**src/rtl/baz_gen.sv**
```systemverilog
// Serial burst generator: emits reps+1 three-bit frames ("baz" 101 or "owa" 110)
// with a programmable idle gap between frames, then a one-cycle done pulse.
module baz_gen #(
    parameter int GAP_W = 4,
    parameter int REP_W = 4
) (
    input  logic             clk,
    input  logic             rst,
    input  logic             start,
    input  logic             sel,
    input  logic [REP_W-1:0] reps,
    input  logic [GAP_W-1:0] gap,
    output logic             out,
    output logic             valid,
    output logic             busy,
    output logic             done
);

    typedef enum logic [1:0] {
        IDLE = 2'd0,
        SEND = 2'd1,
        GAP  = 2'd2,
        DONE = 2'd3
    } state_e;

    state_e             state_q, state_d;
    logic [1:0]         bitIdx_q, bitIdx_d;
    logic [REP_W-1:0]   frameCnt_q, frameCnt_d;
    logic [GAP_W-1:0]   gapCnt_q, gapCnt_d;
    logic [GAP_W-1:0]   gapLat_q, gapLat_d;
    logic               selLat_q, selLat_d;

    always_ff @(posedge clk) begin
        if (rst) begin
            state_q    <= IDLE;
            bitIdx_q   <= '0;
            frameCnt_q <= '0;
            gapCnt_q   <= '0;
            gapLat_q   <= '0;
            selLat_q   <= 1'b0;
        end else begin
            state_q    <= state_d;
            bitIdx_q   <= bitIdx_d;
            frameCnt_q <= frameCnt_d;
            gapCnt_q   <= gapCnt_d;
            gapLat_q   <= gapLat_d;
            selLat_q   <= selLat_d;
        end
    end

    // frameCnt_q holds the number of frames still to send after the current one
    always_comb begin
        state_d    = state_q;
        bitIdx_d   = bitIdx_q;
        frameCnt_d = frameCnt_q;
        gapCnt_d   = gapCnt_q;
        gapLat_d   = gapLat_q;
        selLat_d   = selLat_q;

        case (state_q)
            IDLE: begin
                if (start) begin
                    selLat_d   = sel;
                    gapLat_d   = gap;
                    frameCnt_d = reps;
                    bitIdx_d   = 2'd0;
                    state_d    = SEND;
                end
            end
            SEND: begin
                if (bitIdx_q != 2'd2) begin
                    bitIdx_d = bitIdx_q + 2'd1;
                end else begin
                    bitIdx_d = 2'd0;
                    if (frameCnt_q == '0) begin
                        state_d = DONE;
                    end else begin
                        frameCnt_d = frameCnt_q - 1'b1;
                        if (gapLat_q == '0) begin
                            state_d = SEND;
                        end else begin
                            gapCnt_d = gapLat_q;
                            state_d  = GAP;
                        end
                    end
                end
            end
            GAP: begin
                if (gapCnt_q <= GAP_W'(1)) begin
                    gapCnt_d = '0;
                    state_d  = SEND;
                end else begin
                    gapCnt_d = gapCnt_q - 1'b1;
                end
            end
            DONE: begin
                state_d = IDLE;
            end
            default: begin
                state_d = IDLE;
            end
        endcase
    end

    // Outputs depend only on registered state, never on the inputs
    always_comb begin
        out   = 1'b0;
        valid = 1'b0;
        busy  = 1'b0;
        done  = 1'b0;

        case (state_q)
            SEND: begin
                valid = 1'b1;
                busy  = 1'b1;
                case (bitIdx_q)
                    2'd0:    out = 1'b1;
                    2'd1:    out = selLat_q;
                    2'd2:    out = ~selLat_q;
                    default: out = 1'b0;
                endcase
            end
            GAP: begin
                busy = 1'b1;
            end
            DONE: begin
                done = 1'b1;
            end
            default: begin
                out = 1'b0;
            end
        endcase
    end

endmodule
```
**config.mk**
```make
export PLATFORM = sky130hd
export DESIGN_NAME = baz_gen
export DESIGN_NICKNAME = d
export VERILOG_FILES = /design/src/rtl/baz_gen.sv
export SDC_FILE = /design/constraint.sdc
export NUM_CORES = 1
export LEC_CHECK = 0
export CAP_MARGIN = 20
export CORE_MARGIN = 4
export CORE_UTILIZATION = 52
export CTS_CLUSTER_SIZE = 24
export DETAILED_ROUTE_END_ITERATION = 12
export PLACE_DENSITY = 0.77
export SLEW_MARGIN = 20
export SYNTH_ARGS = -nofsm -noshare
export SYNTH_HDL_FRONTEND = slang
export SYNTH_SLANG_ARGS = --single-unit
```
**constraint.sdc**
```tcl
create_clock -name clk -period 1.9 [get_ports clk]
set_input_delay 0.38 -clock clk [delete_from_list [all_inputs] [get_ports clk]]
set_output_delay 0.38 -clock clk [all_outputs]
set_load 0.05 [all_outputs]
```
# [After elaboration in Yosys (flattened, before gate mapping)]
# Cells that the tools add are included.
[word_totals] out_inout_bits=4 ff_bits=17 word_cells=57 inputBits=12
[op_classes] n_reduce_logical=12 magnitude_cmp=1 mux=23 eq_ne=11 bitwise_logic=1 add_sub_neg=3
[op_table] op="4-bit 2-to-1 mux" n=7
[op_table] op="4-bit one-hot mux with 2 select lines" n=2
[op_table] op="2-bit 2-to-1 mux" n=7
[op_table] op="2-bit inequality test, second input constant" n=6
[op_table] op="4-bit zero test" n=2
[op_table] op="2-bit one-hot mux with 4 select lines" n=1
[op_table] op="4-bit AND reduction" n=2
[op_table] op="4-bit by 1-bit subtractor with 4-bit output, second input constant" n=2
[op_table] op="2-bit equality test, second input constant" n=3
[op_table] op="2-bit by 1-bit equality test with 1-bit output, second input constant" n=2
[op_table] op="4-bit by 1-bit less-or-equal comparator with 1-bit output, second input constant" n=1
[op_table] op="2-bit zero test" n=2
[op_table] op="1-bit 2-to-1 mux" n=4
[op_table] op="2-bit one-hot mux with 2 select lines" n=1
[op_table] op="2-bit AND reduction" n=2
[op_table] op="2-bit nonzero test" n=2
[op_table] op="1-bit one-hot mux with 3 select lines" n=1
[op_table] op="3-bit AND reduction" n=1
[op_table] op="2-bit by 1-bit adder with 2-bit output, second input constant" n=1
[op_table] op="2-bit OR reduction" n=1
[op_table] op="1-bit NOT" n=1

# [Logic depth before layout (Yosys ltp)]
[logic_depth] depth_word=5 depth_mapped=8 ltp_nobuf=6

# [Least setup slack after synthesis]
# No wires, ideal clock.
[synth_path] kind="register -> output" from="reg state_q[1]" to="out out" slack_ns=-1.080 t_arrival_ns=2.600 n_path_buf=1 path_stages_with_launch=6 t_required_ns=1.520 path_cell_list="dfxtp_1 -> inv_1 -> ha_1 -> clkbuf_1 -> clkinv_1 -> a211oi_1"
[synth_between] elab_chain_len=2
[synth_lines] item="start: declaration" line="26" text="state_e state_q, state_d;"
[synth_lines] item="start signal: assignment" line="42" text="state_q <= state_d;"
[synth_lines] item="2-bit by 1-bit equality test with 1-bit output" line="112" text="case (state_q)"
[synth_lines] item="1-bit 2-to-1 mux" line="112"
[synth_lines] item="end: declaration" line="13" text="output logic out,"
# No other way between the ends.

# [Worst setup path in the final report]
[layout_path] from="reg state_q[0]" to="out out"
# Same word-level chain as after synthesis.

==> impl_metrics.yaml <==
run_status:
  outcome: "finished, final reports clean"
placed_design:
  gp_congestion: 0.8473
  placed_area_mm2: 0.001292
  hpwlAfterDp_um: 1805
  portBuffers: 15
  post-place-ws_ns: 0.03352
clock_network:
  hold_buffers: 0
  clockBufferDepth: 2
  cts_made_buffers: 3
  cts_sinks: 17
  clock_latency_ns: 0.30
  clockRootBuffer: "clkbuf_4"
  htree_num_levels: 1
  cts_tree: "built"
  clk_pin_slew_worst_paths_ns: 0.11
grt:
  use_met3: 0.02564
  grt_pass1_wl_um: 3926
  gr-total-overflow: 0
  antenna_found_initial: 0
  grt_max_degree: 12
  grt.busiest_layer: "met2"
  grt_use_met1: 0.2470
  gr-usage-all-layers: 0.1928
  grt_pass1_vias: 894
  gr-usage-met2: 0.3161
timing:
  worst_slack_ns: 0.04983
  fin_skew_ns: 0.008043
  fmax_mhz: 540.5
  final-setup-viol-count: 0
  relSlewSlack: 0.6716
  final-max-slew-violation-count: 0
  hold_violations: 0
  min_period_over_period: 0.9738
  worst_pin_slew_ns: 0.4789
  finalCriticalPeriod_ns: 1.850
hold_path:
  min_to: "frameCnt_q[1]"
  hold_depth: 2
  hold_path.class: "register to register"
  hp-start: "frameCnt_q[1]"
route:
  dr.pass1.iters: 6
  num_vias: 1044
  drtIter0Drc: 33
  ant_nets: 0
  viasPerCell: 6.000
  wirelength_um: 2485
  drc_errors: 0
  wl_per_cell_um: 14.28
yosys:
  ys_seq_area_frac: 0.3285
  netlist_area_mm2: 0.001036
  syn-num-nets: 146
  async_flop_share: 0
  ys.warnings.count: 0
  synthFlopType: "dfxtp_1"
  ys_ff_latch: 17
  synth.most_common_cell: "dfxtp_1"
  synth_top_cell_by_area: "dfxtp_1"
  synthTopCellsByCount: "dfxtp_1 (17), a21oi_1 (13), nand2_1 (11), inv_1 (10), o21ai_0 (8)"
  synth_cell_type_count: 35
  synth_top_area_frac: 0.3285
  syn_inst: 127
  synth_edf_count: 0
  syn_avg_cell_area_um2: 8.157
  synth_area_leaders: "dfxtp_1 (33%), ha_1 (8.5%), a21oi_1 (6.3%)"
power:
  p_seq_frac: 0.255
  power.density_mw_per_mm2: 1589
  power_uw: 2176
  p_comb_frac: 0.652
  power.switching_uw: 992.4
  p_clk_frac: 0.093
  internal_power_uw: 1183
  p_sw_frac: 0.4562
  p_leak_uw: 0.0005169
  peakVddDrop_uv: 1066
floorplan:
  core_region_area_mm2: 0.001802
  die_y_um: 52.64
  dieArea_mm2: 0.002770
  ios: 16
  num_rows: 15
  dieWidth_um: 52.64
  start_util: 0.5750
setup_path:
  cp-start-kind: "register"
  crit_fanout: 10
  reg2reg_slack_ns: 0.06
  worst-r2r-cell-count: 6
  worstPathRequired_ns: 1.52
  timing.rr.end: "gapCnt_q[2]"
  reg2reg_from: "state_q[0]"
  worst_setup_path_end_kind: "output pin"
  crit_type: "register to output pin"
  cp.arrival_ns: 1.47
final_layout:
  area_growth_pct: 32.13
  final_area_mm2: 0.001369
  diodes: 0
  n_fill_cell: 135
  nets: 169
  seq_area_um2: 341.6
  drive_gt1_frac: 0.1812
  multi_input_area_um2: 676.9
job:
  drv_cap: 0
cells in the final DEF, fill, tap and decap left out, types with 2 or more instances in the layout:
cell type	synthesis	final
dfxtp_1	17	16
a211oi_4	0	2
nor2_1	7	7
nand2_1	11	11
nand2b_1	3	3
a21oi_1	13	13
inv_1	10	9
a211oi_1	6	5
clkbuf_4	0	3
a211o_1	2	2
mux2i_1	2	2
o21ai_0	8	8
nor3_1	3	3
buf_4	0	10
nand3_1	5	5
nand4b_1	2	2
nor2b_1	5	5
clkdlybuf4s50_1	0	11
buf_12	0	3
a221oi_1	3	3
ha_1	7	6
metrics by stage:
stage | setup TNS, ns | util | cells | hold slack [ns]
floorplan | 0 | - | 127 | 0.4582
detailed placement | 0 | 0.7174 | 167 | 0.4894
finish | 0 | 0.7597 | 174 | 0.5030
CTS | 0 | 0.7535 | 174 | 0.5056
global route | -0.009877 | 0.7597 | 174 | 0.5325
global placement | 0 | 0.7174 | 167 | 0.4777
worst max-delay path by stage:
stage                  start       endpoint  slack (ns)
3_3_place_gp   frameCnt_q[0]     state_q[0]        0.12
5_1_grt           state_q[0]  frameCnt_q[1]       -0.01
2_1_floorplan     state_q[1]            out        0.04
3_5_place_dp   frameCnt_q[0]    gapCnt_q[0]        0.03
6_report          state_q[0]            out        0.05
4_1_cts        frameCnt_q[0]    gapCnt_q[0]        0.01
final cells by class:
| class | count | area share |
|---|---|---|
| clock inverters | 1 | 0.003656 |
| multi-input cells | 93 | 0.4945 |
| clock buffers | 3 | 0.01645 |
| repair buffers | 24 | 0.1792 |
| inverters | 11 | 0.03382 |
| well taps | 25 | 0.02285 |
| flip-flops and latches | 17 | 0.2495 |
registers in the layout (all words and copies together) (netlist names):
signal / cells
frameCnt_q: 4
gapLat_q: 4
gapCnt_q: 4
bitIdx_q: 2
state_q: 2
selLat_q: 1
cell families after synthesis:
logic type / share of synthesized area
compound gates: 0.2742
flops: 0.3285
buf+inv: 0.06280
mux: 0.01932
fa+ha+maj: 0.08454
simple gates: 0.2307
routing by layer:
| metal | vias to the layer above | part of all wire |
|---|---|---|
| li1 | 506 | - |
| met1 | 495 | 0.44 |
| met2 | 36 | 0.48 |
| met3 | 7 | 0.058 |
| met4 | 0 | 0.019 |
| met5 | - | 0 |
power by group through the flow:
stage | sequential [µW] | clock (µW) | combinational, µW
after global placement | 550 | 0 | 1270
after CTS | 547 | 203 | 1360
after floorplan | 530 | 0 | 898
after detailed placement | 556 | 0 | 1280
after global routing | 572 | 223 | 1510
final | 555 | 202 | 1420
worst max-delay path, cell delays in order, from the launching register on:
cell and delay, ns:
dfxtp_1 0.46, ha_4 0.22, clkinv_4 0.10, a211oi_4 0.22
buf_12 0.17
repair_timing:
item,CTS,global route
setup buffers,3,0
endpoints found under the setup margin,2,5
pin swaps,0,1
cloned,0,0
resized for setup,2,4
No activity file was read; power rests on OpenSTA's default activity.
